**src/rtl/uart_tx_pkg.sv**
```systemverilog
// -----------------------------------------------------------------------------
// uart_tx_pkg
// Frame and state definitions shared by the UART transmitter and the matching
// receiver. Changing OVERSAMPLE here changes both ends together, so the
// transmitter and receiver always use the same clk cycles per bit.
// Contents:
//   state_e      - IDLE/START/DATA/STOP state encodings
//   OVERSAMPLE   - clk cycles per UART bit (16)
//   DATA_BITS    - data bits per frame (8), sent LSB first
//   STOP_BITS    - stop bits per frame (1)
//   CNT_W/IDX_W  - widths of the bit-period counter and the bit index
//   CNT_LAST/IDX_LAST - terminal values of those two counters
// -----------------------------------------------------------------------------
package uart_tx_pkg;

  localparam int OVERSAMPLE   = 16;
  localparam int DATA_BITS    = 8;
  localparam int STOP_BITS    = 1;
  localparam int FRAME_CYCLES = OVERSAMPLE * (1 + DATA_BITS + STOP_BITS);

  localparam int CNT_W = $clog2(OVERSAMPLE);
  localparam int IDX_W = $clog2(DATA_BITS);

  localparam logic [CNT_W-1:0] CNT_LAST = CNT_W'(OVERSAMPLE - 1);
  localparam logic [IDX_W-1:0] IDX_LAST = IDX_W'(DATA_BITS - 1);

  typedef enum logic [1:0] {
    ST_IDLE  = 2'd0,
    ST_START = 2'd1,
    ST_DATA  = 2'd2,
    ST_STOP  = 2'd3
  } state_e;

endpackage

```
**src/rtl/uart_tx.sv**
```systemverilog
// -----------------------------------------------------------------------------
// uart_tx
// 8N1 UART transmitter with a 16x oversampled bit period. A byte is accepted on
// a rising edge where tx_valid && tx_ready; the frame (start, 8 data bits LSB
// first, 1 stop bit) then takes exactly 160 cycles, after which the block is
// back in IDLE and done pulses for one cycle. tx_valid while busy is ignored.
// Ports:
//   clk      - system clock, rising edge
//   rst      - asynchronous active-high reset; aborts any frame in flight
//   data_in  - byte to send, sampled only on the accept edge
//   tx_valid - upstream has a byte for us
//   tx_ready - high exactly in IDLE (combinational from state)
//   tx       - serial line, registered, idles high
//   busy     - high whenever not IDLE
//   done     - registered one-cycle pulse after the stop bit completes
// -----------------------------------------------------------------------------
module uart_tx
  import uart_tx_pkg::*;
(
  input  logic       clk,
  input  logic       rst,
  input  logic [7:0] data_in,
  input  logic       tx_valid,
  output logic       tx_ready,
  output logic       tx,
  output logic       busy,
  output logic       done
);

  state_e           state_q, state_d;
  logic [CNT_W-1:0] cnt_q, cnt_d;
  logic [IDX_W-1:0] idx_q, idx_d;
  logic [7:0]       shreg_q, shreg_d;
  logic             tx_q, tx_d;
  logic             done_q, done_d;

  logic accept;
  logic cnt_last;
  logic idx_last;

  assign accept   = tx_valid && tx_ready;
  assign cnt_last = (cnt_q == CNT_LAST);
  assign idx_last = (idx_q == IDX_LAST);

  // ---------------------------------------------------------------------------
  // State and datapath registers
  // ---------------------------------------------------------------------------
  always_ff @(posedge clk or posedge rst) begin
    if (rst) begin
      state_q <= ST_IDLE;
      cnt_q   <= '0;
      idx_q   <= '0;
      shreg_q <= '0;
      tx_q    <= 1'b1;
      done_q  <= 1'b0;
    end else begin
      state_q <= state_d;
      cnt_q   <= cnt_d;
      idx_q   <= idx_d;
      shreg_q <= shreg_d;
      tx_q    <= tx_d;
      done_q  <= done_d;
    end
  end

  // ---------------------------------------------------------------------------
  // Next-state logic
  // ---------------------------------------------------------------------------
  always_comb begin
    state_d = state_q;
    unique case (state_q)
      ST_IDLE:  if (accept)               state_d = ST_START;
      ST_START: if (cnt_last)             state_d = ST_DATA;
      ST_DATA:  if (cnt_last && idx_last) state_d = ST_STOP;
      ST_STOP:  if (cnt_last)             state_d = ST_IDLE;
      default:                            state_d = ST_IDLE;
    endcase
  end

  // ---------------------------------------------------------------------------
  // Outputs decoded from state
  // ---------------------------------------------------------------------------
  always_comb begin
    tx_ready = (state_q == ST_IDLE);
    busy     = (state_q != ST_IDLE);
  end

  assign tx   = tx_q;
  assign done = done_q;

  // ---------------------------------------------------------------------------
  // Datapath: bit-period counter, bit index, shift register, line level.
  // tx_d is always the level for the *next* bit period, so the line changes on
  // the same edge as the state and never passes through combinational logic.
  // ---------------------------------------------------------------------------
  always_comb begin
    cnt_d   = cnt_q;
    idx_d   = idx_q;
    shreg_d = shreg_q;
    tx_d    = tx_q;
    done_d  = 1'b0;
    unique case (state_q)
      ST_IDLE: begin
        tx_d = 1'b1;
        if (accept) begin
          shreg_d = data_in;
          cnt_d   = '0;
          idx_d   = '0;
          tx_d    = 1'b0;
        end
      end
      ST_START: begin
        cnt_d = cnt_q + 1'b1;
        if (cnt_last) begin
          cnt_d = '0;
          tx_d  = shreg_q[0];
        end
      end
      ST_DATA: begin
        cnt_d = cnt_q + 1'b1;
        if (cnt_last) begin
          cnt_d = '0;
          if (!idx_last) begin
            idx_d   = idx_q + 1'b1;
            // Bit 0 of the shift register is the bit currently on the line,
            // so the next one to drive is bit 1 before the shift lands.
            shreg_d = {1'b0, shreg_q[7:1]};
            tx_d    = shreg_q[1];
          end else begin
            tx_d = 1'b1;
          end
        end
      end
      ST_STOP: begin
        cnt_d = cnt_q + 1'b1;
        tx_d  = 1'b1;
        if (cnt_last) begin
          cnt_d  = '0;
          done_d = 1'b1;
        end
      end
      default: begin
        cnt_d   = '0;
        idx_d   = '0;
        shreg_d = '0;
        tx_d    = 1'b1;
      end
    endcase
  end

endmodule

```
**config.mk**
```make
export PLATFORM = sky130hd
export DESIGN_NAME = uart_tx
export DESIGN_NICKNAME = d
export VERILOG_FILES = /design/src/rtl/uart_tx_pkg.sv /design/src/rtl/uart_tx.sv
export SDC_FILE = /design/constraint.sdc
export NUM_CORES = 1
export LEC_CHECK = 0
export CAP_MARGIN = 0
export CORE_MARGIN = 3
export CORE_UTILIZATION = 55
export DETAILED_ROUTE_END_ITERATION = 12
export GPL_TIMING_DRIVEN = 0
export PLACE_DENSITY = 0.79
export SYNTH_ARGS = -nofsm -noshare
export SYNTH_HDL_FRONTEND = slang
export SYNTH_SLANG_ARGS = --single-unit
```
**constraint.sdc**
```tcl
create_clock -name clk -period 4.1 [get_ports clk]
set_input_delay 0.82 -clock clk [delete_from_list [all_inputs] [get_ports clk]]
set_output_delay 0.82 -clock clk [all_outputs]
set_load 0.005 [all_outputs]
```
-- Yosys cells after proc, flatten, opt, wreduce, memory -nomap -nowiden
Index checks and enable logic that the tools add are counted.
- equal/unequal tests: 11
- add/subtract/negate cells: 2
- mux-type cells: 23
- reductions and logical operators: 9
- operators by type and width (cell ; count):
    2-to-1 mux 8 bit ; 3
    one-hot mux 8 bit (2 select lines) ; 1
    inequality test 2 bit (second input constant) ; 5
    2-to-1 mux 3 bit ; 3
    2-to-1 mux 2 bit ; 4
    2-to-1 mux 4 bit ; 2
    one-hot mux 2 bit (4 select lines) ; 1
    one-hot mux 4 bit (2 select lines) ; 1
    AND reduction 4 bit ; 2
    2-to-1 mux 1 bit ; 6
    one-hot mux 3 bit (2 select lines) ; 1
    adder 4 x 1 -> 4 bit (second input constant) ; 1
    == test 2 bit (second input constant) ; 2
    == test 4 bit (second input constant) ; 1
    one-hot mux 1 bit (4 select lines) ; 1
    nonzero test 2 bit ; 2
    adder 3 x 1 -> 3 bit (second input constant) ; 1
    == test 3 bit (second input constant) ; 1
    OR reduction 3 bit ; 1
    == test 2 x 1 -> 1 bit (second input constant) ; 1
    logical AND 1 bit ; 2
    logical NOT 2 bit ; 1
    inequality test 2 x 1 -> 1 bit (second input constant) ; 1
    AND reduction 2 bit ; 1
- bits in registers: 19
- input port bits: 11

-- Depth between registers and ports, before layout
- depth after elaboration: 4
- mapped depth: 7
- mapped depth without buffers: 5

-- Worst setup path before layout
Ideal clock, no wire load.
- kind: reg-to-output
- start point: register state_q[0]
- end point: output busy
- slack: 2.220 ns
- data arrival time: 1.060 ns
- path buffers: 1
- cell stages (with the launch flop): 5
- path through: dfrtp_1 > inv_1 > ha_1 > clkbuf_1 > inv_1
- longest elaborated chain between the ends: 1
- RTL lines (item ; line ; source):
    start, declared ; uart_tx.sv:30 ; state_e state_q, state_d;
    start signal, assigned ; uart_tx.sv:57 ; state_q <= state_d;
    nonzero test 2 bit ; uart_tx.sv:85 ; busy = (state_q != ST_IDLE);
    end, declared ; uart_tx.sv:26 ; output logic busy,
No other way between the ends.

-- Final worst setup path
Same ends and word-level chain as after synthesis.

==> summary.json <==
{
  "clock_network": {
    "cts-htree-levels": 1,
    "inserted_clock_buffers": 3,
    "clk_latency_ps": 300,
    "cts-resized-gates": 0,
    "cts_tree": "done",
    "cts.repair_timing.setup_buffer_count": 0,
    "cts.root.buffer_cell": "clkbuf_4",
    "cts_buffer_depth": 2,
    "sinks_on_clock_net": 19,
    "hold_buffers": 0,
    "clock_pin_slew_reported_for_the_worst_setup_and_hold_paths_after_clock_tree_synthesis_ps": 110
  },
  "worst_hold_path": {
    "worstHoldPathType": "flip-flop to flip-flop"
  },
  "flow_run": {
    "cap_violations": 0
  },
  "logic_synthesis": {
    "synth_top_family_by_area": "compound AO/OA/AOI/OAI gates",
    "netlist.top_cell.by_area": "dfrtp_1",
    "ys_warn_count": 0,
    "synthesis.instances": 134,
    "synth_xor_area_share_pct": 0,
    "syn-num-nets": 153,
    "synth_enable_flop_cells": 0,
    "synth-main-ff-cell": "dfrtp_1",
    "synth.distinct_cells": 40,
    "synth_most_common_cell": "dfrtp_1",
    "ys_seq_elements": 19,
    "synth_common_cells": "dfrtp_1, a21oi_1, ha_1, inv_1",
    "synth_area_mm2": 0.00129,
    "synthAdderAreaFrac_pct": 7.77,
    "yosysTopAreaCellShare_pct": 35.0,
    "synthSimpleGateAreaFrac_pct": 16.7,
    "syn-mean-instance-area_um2": 9.62,
    "synthTopCellsByArea": "dfrtp_1, ha_1, a21oi_1, a211oi_1, or2_2",
    "ys_async_sr_fraction_pct": 100,
    "ys_seq_area_share_pct": 37.0,
    "synthMuxAreaShare_pct": 1.75,
    "compound_gate_fraction_of_synth_area_pct": 28.5
  },
  "timing": {
    "clock_skew_ps": 7.84,
    "worst-slew-pin-transition_ps": 717,
    "setup_viol": 0,
    "final_hold_violating_endpoints": 0,
    "drv_slew": 0,
    "totalNegativeSetupSlack_ps": 0,
    "min_period_over_period_pct": 70.0,
    "period_needed_ps": 2870,
    "unrepaired_setup_endpoints_after_global_routing": "no",
    "fmax_ghz": 0.348,
    "slew_headroom_pct": 52.1
  },
  "place": {
    "count_of_placed_standard_cells_including_taps": 175,
    "dp.final_hpwl_um": 2130,
    "gpl_wtd_cong": 0.833,
    "postPlaceCellArea_mm2": 0.00146,
    "total_of_buffers_placed_on_input_and_output_ports": 14
  },
  "setup_path": {
    "worst-endpoint-required_ps": 3280,
    "crit_type": "flip-flop to output port",
    "critical_path.endpoint_type": "output port",
    "timing.reg2reg.setup_slack_ps": 2240,
    "arrival_ps": 2050,
    "crit_path_max_fo": 10,
    "crit_path_start_kind": "flip-flop"
  },
  "global_routing": {
    "use_met2_pct": 37.5,
    "routing_usage_on_met3_pct": 3.54,
    "grt-ovfl-total": 0,
    "global_route_wire_length_before_repair_um": 4930,
    "largest_net_degree_at_the_start_of_global_routing": 20,
    "grt_antenna_before_repair": 0,
    "gr-usage-all-layers_pct": 23.3,
    "via_count_of_the_first_global_routing_pass": 1115,
    "grt_most_used_layer": "met2",
    "met1_routing_resource_usage_after_global_routing_pct": 31.0
  },
  "detailed_routing": {
    "dr.first_iter.drc_count": 27,
    "drtAntennaViolNets": 0,
    "wire_length_per_cell_um": 16.6,
    "postRouteWirelength_um": 2970,
    "via_per_inst": 6.42,
    "detailroute.via_count": 1150,
    "remaining_drc_errors": 0,
    "detailedRoute.firstPassIterationCount": 4
  },
  "finish": {
    "fin_cells": 179,
    "post_route_cells_drive_above_1_share_pct": 17.8,
    "finalNetCount": 172,
    "fillers": 170,
    "final_design_area_no_fill_mm2": 0.00149,
    "insertedDiodeCount": 0,
    "areaGrowthSynthToFinish_pct": 15.5
  },
  "die": {
    "die_width_um": 54.4,
    "placementRows": 16,
    "die_area_mm2": 0.00296,
    "floorplan.core_area_mm2": 0.00208,
    "die-height_um": 54.4,
    "boundaryPins": 15,
    "start_util_pct": 61.9
  },
  "power": {
    "max-vdd-ir-drop_mv": 0.496,
    "totalPowerFinal_mw": 1.04,
    "power.density_cell_area_mw_per_mm2": 698,
    "cellLeakagePower_nw": 0.616
  },
  "outcome": {
    "outcome": "completed"
  }
}
where the power goes:
part | switching, mW | total (mW) | internal, mW
Combinational | 0.316 | 0.609 | 0.293
Sequential | 0.0631 | 0.334 | 0.271
Clock | 0.0588 | 0.0967 | 0.0379
critical path: stages (launching register included):
cell and delay, ps:
dfrtp_1 420, inv_1 110, ha_1 300, clkbuf_1 360, inv_1 100, clkdlybuf4s50_1 460
through the flow:
step                      util, %  worst slack (ps)  hold WS (ps)
final                        71.5              1230           555
after global routing         71.5              1050           583
after CTS                    71.5              1210           560
after detailed placement     70.3              1540           533
after global placement       70.3              1590           503
after floorplan                 -              2220           476
sequential cells by signal, summed over array words and instances, names as in the netlist:
| name | flops |
|---|---|
| done | 1 |
| shreg_q | 8 |
| tx | 1 |
| state_q | 2 |
| idx_q | 3 |
| cnt_q | 4 |
layout by cell type (no fill, tap or decap), types with 4 or more instances in the layout:
cell              n
dfrtp_1          18
nand3b_1          4
or2_2             6
a21oi_1          11
ha_1              8
o31ai_1           4
clkdlybuf4s50_1  14
a2bb2oi_1         4
o21ai_0           5
nand2_1           6
buf_2             4
inv_1             8
a211oi_1          6
nand3_1           5
layout make-up:
class / count / area [um2] / share of cell area [%]
plain buffers: 11 / 76.3 / 5.13
clock buffers: 4 / 26.3 / 1.76
inverters: 8 / 30.0 / 2.02
multi-input cells: 96 / 706 / 47.4
flip-flops and latches: 19 / 477 / 32.0
well taps: 27 / 33.8 / 2.27
repair buffers: 14 / 140 / 9.41
cells by family (layout without fill, tap and decap cells):
family,Yosys count,in the layout
simple gates,37,37
fa+ha+maj,8,8
mux,2,2
compound gates,49,49
buf+inv,19,37
flops,19,19
worst paths after layout:
kind,cells past startpoint,start,end
hold reg to reg,2,shreg_q[7]$_DFFE_PP0P_,shreg_q[7]$_DFFE_PP0P_
setup reg to reg,7,state_q[0]$_DFFE_PP0P_,idx_q[1]$_DFFE_PP0P_
hold / removal,2,shreg_q[7]$_DFFE_PP0P_,shreg_q[7]$_DFFE_PP0P_
min in group asynchronous,2,rst,shreg_q[6]$_DFFE_PP0P_
setup / recovery,5,state_q[0]$_DFFE_PP0P_,busy
max in group asynchronous,2,rst,cnt_q[3]$_DFFE_PP0N_
metal layers:
metal  wire length [um]  up-vias
met1               1330      538
li1                   -      549
met4                 63        0
met3                189       10
met2               1390       53
met5                  0        -
Power figures use the tool's default switching activity.
